[src/rtl/jtcps_obj_pkg.sv]
// Shared definitions for the CPS object line-drawing engine:
// FSM state encoding, transparent colour and attribute field positions.
package jtcps_obj_pkg;

  typedef enum logic [1:0] {
    ST_IDLE  = 2'd0,
    ST_WAIT  = 2'd1,
    ST_LATCH = 2'd2,
    ST_DRAW  = 2'd3
  } obj_state_t;

  localparam logic [3:0]  TRANSP     = 4'hF;
  localparam logic [31:0] BLANK_WORD = 32'hFFFF_FFFF;

  localparam int ROW_MSB   = 11;
  localparam int ROW_LSB   = 8;
  localparam int HFLIP_BIT = 5;

endpackage

[src/rtl/jtcps_obj_pxlsh.sv]
// Pixel shifter: holds one 32-bit planar ROM word (8 pixels x 4 bpp) and
// presents the colour of the current pixel. Flip selects both the read taps
// and the shift direction so the pixel order is mirrored.
module jtcps_obj_pxlsh (
  input  logic        clk,
  input  logic        load,
  input  logic        flip,
  input  logic        shift,
  input  logic [31:0] din,
  output logic [3:0]  colour
);

  logic [31:0] sr;

  // Load a fresh word, or move the next pixel onto the read taps (fill with 1s)
  always_ff @(posedge clk) begin
    if (load)
      sr <= din;
    else if (shift)
      sr <= flip ? {1'b1, sr[31:1]} : {sr[30:0], 1'b1};
  end

  assign colour = flip ? {sr[24], sr[16], sr[8], sr[0]}
                       : {sr[31], sr[23], sr[15], sr[7]};

endmodule

[src/rtl/jtcps_obj_draw_gen.sv]
// Object line-drawing engine: fetches WORDS ROM words per object row and
// writes palette-tagged, non-transparent pixels to consecutive line-buffer
// addresses. Optional feature macro: JTCPS_OBJ_BLANKSKIP_EN (all-transparent
// words skip the 8 drawing cycles).
module jtcps_obj_draw_gen
  import jtcps_obj_pkg::*;
#(
  parameter int AW    = 9,
  parameter int PALW  = 5,
  parameter int WORDS = 2,
  parameter int XMIN  = 'h30,
  parameter int XMAX  = 'h1c0
)(
  input  logic                                  clk,
  input  logic                                  rst,
  input  logic [15:0]                           obj_code,
  input  logic [15:0]                           obj_attr,
  input  logic [AW-1:0]                         obj_hpos,
  input  logic [1:0]                            obj_bank,
  input  logic                                  start,
  output logic                                  idle,
  output logic [AW-1:0]                         buf_addr,
  output logic [PALW+3:0]                       buf_data,
  output logic                                  buf_wr,
  output logic [19:0]                           rom_addr,
  output logic [1:0]                            rom_bank,
  output logic [((WORDS > 1) ? $clog2(WORDS) : 1)-1:0] rom_sub,
  output logic                                  rom_cs,
  input  logic [31:0]                           rom_data,
  input  logic                                  rom_ok
);

  localparam int SUBW = (WORDS > 1) ? $clog2(WORDS) : 1;

  obj_state_t      state, state_nx;
  logic [SUBW-1:0] k;
  logic            wait_cnt;
  logic [2:0]      px;
  logic [AW-1:0]   hpos;
  logic [AW-1:0]   addr_base;
  logic [PALW-1:0] pal;
  logic            hflip;
  logic [1:0]      bank;
  logic [3:0]      colour;
  logic            accept, last_word, last_px, blank_skip, load, shift;
  logic            attr_unused;

  assign attr_unused = &{1'b0, obj_attr};

  assign accept    = start && (obj_hpos > AW'(XMIN)) && (obj_hpos < AW'(XMAX));
  assign last_word = (k == SUBW'(WORDS - 1));
  assign last_px   = (px == 3'd7);
  assign addr_base = (k == '0) ? hpos : buf_addr;

`ifdef JTCPS_OBJ_BLANKSKIP_EN
  assign blank_skip = (rom_data == BLANK_WORD);
`else
  assign blank_skip = 1'b0;
`endif

  // State register
  always_ff @(posedge clk or posedge rst) begin
    if (rst) state <= ST_IDLE;
    else     state <= state_nx;
  end

  // Next-state logic: 2-cycle ROM settle, wait for data, then 8 pixels per word
  always_comb begin
    state_nx = state;
    case (state)
      ST_IDLE:  if (accept) state_nx = ST_WAIT;
      ST_WAIT:  if (wait_cnt) state_nx = ST_LATCH;
      ST_LATCH: if (rom_ok) begin
                  if (blank_skip) state_nx = last_word ? ST_IDLE : ST_WAIT;
                  else            state_nx = ST_DRAW;
                end
      ST_DRAW:  if (last_px) state_nx = last_word ? ST_IDLE : ST_WAIT;
      default:  state_nx = ST_IDLE;
    endcase
  end

  // Control and visible address counters; cleared on reset so outputs start at 0
  always_ff @(posedge clk or posedge rst) begin
    if (rst) begin
      k        <= '0;
      wait_cnt <= 1'b0;
      px       <= 3'd0;
      rom_addr <= 20'd0;
      buf_addr <= '0;
    end else begin
      case (state)
        ST_IDLE: if (accept) begin
          rom_addr <= {obj_code, obj_attr[ROW_MSB:ROW_LSB]};
          k        <= '0;
          wait_cnt <= 1'b0;
        end
        ST_WAIT: wait_cnt <= ~wait_cnt;
        ST_LATCH: if (rom_ok) begin
          px <= 3'd0;
          if (blank_skip) begin
            buf_addr <= addr_base + AW'(8);
            if (!last_word) k <= k + SUBW'(1);
          end else begin
            buf_addr <= addr_base;
          end
        end
        ST_DRAW: begin
          buf_addr <= buf_addr + AW'(1);
          px       <= px + 3'd1;
          if (last_px && !last_word) k <= k + SUBW'(1);
        end
        default: ;
      endcase
    end
  end

  // Object parameters captured on accept; only observed while busy
  always_ff @(posedge clk) begin
    if (state == ST_IDLE && accept) begin
      hpos  <= obj_hpos;
      pal   <= obj_attr[PALW-1:0];
      hflip <= obj_attr[HFLIP_BIT];
      bank  <= obj_bank;
    end
  end

  assign load  = (state == ST_LATCH) && rom_ok;
  assign shift = (state == ST_DRAW);

  jtcps_obj_pxlsh u_pxlsh (
    .clk    (clk),
    .load   (load),
    .flip   (hflip),
    .shift  (shift),
    .din    (rom_data),
    .colour (colour)
  );

  assign idle     = (state == ST_IDLE);
  assign rom_cs   = (state != ST_IDLE);
  assign rom_bank = rom_cs ? bank : 2'd0;
  assign rom_sub  = rom_cs ? (hflip ? SUBW'(WORDS - 1) - k : k) : '0;
  assign buf_wr   = (state == ST_DRAW) && (colour != TRANSP);
  assign buf_data = (state == ST_DRAW) ? {pal, colour} : '0;

endmodule

[config.mk]
export PLATFORM = sky130hd
export DESIGN_NAME = jtcps_obj_draw_gen
export DESIGN_NICKNAME = d
export VERILOG_FILES = /design/src/rtl/jtcps_obj_pkg.sv /design/src/rtl/jtcps_obj_pxlsh.sv /design/src/rtl/jtcps_obj_draw_gen.sv
export SDC_FILE = /design/constraint.sdc
export NUM_CORES = 1
export LEC_CHECK = 0
export ABC_AREA = 1
export CAP_MARGIN = 0
export CORE_UTILIZATION = 30
export CTS_CLUSTER_SIZE = 30
export DETAILED_ROUTE_END_ITERATION = 10
export MAX_ROUTING_LAYER = met4
export PLACE_DENSITY = 0.57
export SYNTH_ARGS = -nofsm -noshare
export SYNTH_HDL_FRONTEND = slang
export SYNTH_SLANG_ARGS = --single-unit
[constraint.sdc]
create_clock -name clk -period 2.9 [get_ports clk]
set_input_delay 0.87 -clock clk [delete_from_list [all_inputs] [get_ports clk]]
set_output_delay 0.87 -clock clk [all_outputs]
set_load 0.03 [all_outputs]
==> metrics.txt <==
switching power=about 2.5 mW; Fin. Hold Viols=0; Worst Reg-to-Reg Cells=6; combinational share of power=0.453; Post-DP Area=5483 um^2; RSZ-0062 raised after global routing=no; drt drc=0; Reg power frac=0.362; Mapped Cells=458; via count=3475; drt wl/cell=13.41 um; final wirelength=a little over 10000 um; Final Critical Period=2.651 ns; initial antenna violation count=0; most numerous cell in the Yosys netlist=nand2_1; Global Route Usage Sum=0.1570; die footprint=around 14000 um^2; top cells by area in the synthesized netlist=edfxtp_1 (36%), dfrtp_1 (22%), nand2_1 (15%); r2r setup slk=0.89 ns; Yosys Warn Count=0; height of the die=118.5 um; max-cap violation count=0; TritonCTS Buffers=9; DRT iter0 DRCs=228; Min-Delay Path Depth=2; IO buf count=116; area share of the largest cell type after synthesis=0.3612; maximum root-to-sink buffer count=2; fin cells=754; EDFF count, synth=49; largest net degree at the start of global routing=63; Worst Path Arrival=1.78 ns; Critical Path Sink Type=output pin; ys flop type=edfxtp_1; Power Total=6.025 mW; GRT Residual Overflow=0; Area growth syn-to-layout=42.44%; Core Rows=42; first-pass GRT wire length=16890 um; clock sink count=85; die width=118.5 um; highest clock rate=0.3773 GHz; Final ANT Viol Nets=0; Netlist cell types=28; internal power=approximately 3.6 mW; Core Area=13240 um^2; share of layout cells above drive strength 1=0.06747; TritonRoute pass-1 iters=4; status=completed; initial cell density of the core=0.3076; Pins Over Slew Limit=0; hold slack=0.4694 ns; H-tree levels=3; Setup-failing EPs final=0; Crit Path Class=flop to output pin; synthesized area per cell=8.895 um^2; Hold Buf Count CTS=0; final-stage net count=659; Top Ports=123; hold wc startpoint=k$_DFFE_PP0P_; Clk pwr share=0.185; worst-margin pin slew=0.5043 ns; PwrDens=1038 nW/um^2; Slew headroom=0.6638; Final Cycle Share=0.9140; crit start category=flop; CP required=between 2 and 2.5 ns; clk slew on worst S/H paths=approximately 0.060 ns; GP Congestion=0.7817; Synth Net Count=approximately 540; mapped cell area=approximately 4100 um^2; Clock Tree Root=clkbuf_16; Post-Layout Inst Area=5803 um^2; filler instances=1311; Lkg Pwr=2.635 nW; Clk Latency, worst-skew pair=0.34 ns; VDD IR max=0.5944 mV; HPWL Detailed=7165 um; Synth area leader=edfxtp_1; placed cells=738; vias in the first global route=3472; critical-path maximum fanout=6; Sw Ratio=0.4069; async set or reset register ratio after synthesis=0.4235; number of synthesized register bits=85; post-route setup TNS=0 ns; Crit Reg-Reg Endpoint=pal[4]$_DFFE_PP_; Clock Skew=0.008581 ns; Worst Hold End=k$_DFFE_PP0P_; Vias/cell=roughly 4.6; Hold Path Class=flop to flop; synth cell count leaders=nand2_1 (163), edfxtp_1 (49), nor2_1 (46); r2r startpoint=state[0]$_DFFE_PP0P_; sequential cell area fraction in the yosys report=0.5823; setup bufs post-CTS=0; CTS tree=built; Ant. Diodes=0
==> layout make-up <==
class	count	area, um^2	share of cell area
timing repair buffer	128	1336	0.2303
sequential	85	2372	0.4088
clock buffer	10	239.0	0.04118
clock inverter	6	50.05	0.008624
inverter	29	115.1	0.01984
tap	176	220.2	0.03795
multi-input combinational	320	1470	0.2533
==> repair_timing <==
item / in CTS / in global routing
gates resized for setup: 1 / 12
endpoints found under the setup margin: 4 / 12
hold endpoints to repair: 0 / 0
pin swaps: 0 / 0
==> state kept, by name, indices dropped and copies added, names as in the netlist <==
| name | cells |
|---|---|
| wait_cnt | 1 |
| state | 2 |
| k | 1 |
| pal | 5 |
| u_pxlsh.sr | 32 |
| rom_addr | 20 |
| px | 3 |
| hflip | 1 |
| buf_addr | 9 |
| hpos | 9 |
| bank | 2 |
==> power by group through the flow <==
stage	Clock, mW	Sequential [mW]	Combinational (mW)
floorplan	0	2.52	1.36
finish	1.11	2.18	2.73
CTS	1.15	2.18	2.79
detailed placement	0	2.20	2.77
global route	1.20	2.25	3.02
global placement	0	2.18	2.74
==> cell families after synthesis <==
logic type,Yosys count,synth area share
buffers and inverters,53,0.05682
DFF,85,0.5823
adders and majority gates,7,0.02150
AOI/OAI and AO/OA,90,0.1272
and+or+nand+nor,223,0.2122
==> cell usage in the layout, fill, tap and decap left out, types with 2 or more instances in the layout <==
cell type          n
ha_1               7
clkbuf_16          9
inv_1             25
dfrtp_1           36
clkdlybuf4s50_1  101
nor2_2             2
a21oi_1           13
nor2_1            46
nor3_1             2
o21ai_0           37
buf_12             5
inv_4              3
nand2_1          163
a31oi_1           31
o211ai_1           2
clkinv_4           2
inv_6              3
edfxtp_1          49
dlymetal6s2s_1    12
nand3_1            8
buf_4             10
==> layer usage <==
layer / up-vias / wire (um) / global-route usage
met2: 116 / 4564 / 0.2361
li1: 1761 / - / -
met5: - / 0 / -
met1: 1585 / 4567 / 0.1980
met4: 0 / 147 / 0.05696
met3: 13 / 834 / 0.04971
==> worst max-delay path by stage <==
stage                         start          end
2_1_floorplan  state[0]$_DFFE_PP0P_      rom_sub
3_3_place_gp        hflip$_DFFE_PP_  buf_data[2]
3_5_place_dp        hflip$_DFFE_PP_  buf_data[0]
4_1_cts             hflip$_DFFE_PP_  buf_data[0]
5_1_grt        state[0]$_DFFE_PP0P_      rom_sub
6_report       state[0]$_DFFE_PP0P_      rom_sub
==> critical path, cell delays in order (launching register included) <==
cell	delay [ns]
dfrtp_1	0.39
inv_1	0.10
ha_1	0.30
inv_1	0.17
o21ai_0	0.10
a21oi_1	0.23
buf_12	0.16
==> per-stage QoR <==
| step | utilization | setup WS, ns |
|---|---|---|
| 5_1_grt | 0.4382 | 0.1186 |
| 4_1_cts | 0.4359 | 0.0007143 |
| 3_5_place_dp | 0.4140 | 0.2751 |
| 2_1_floorplan | - | 0.1391 |
| 6_report | 0.4382 | 0.2493 |
| 3_3_place_gp | 0.4140 | 0.2732 |
Note: power is estimated with default switching activity, not from simulation.
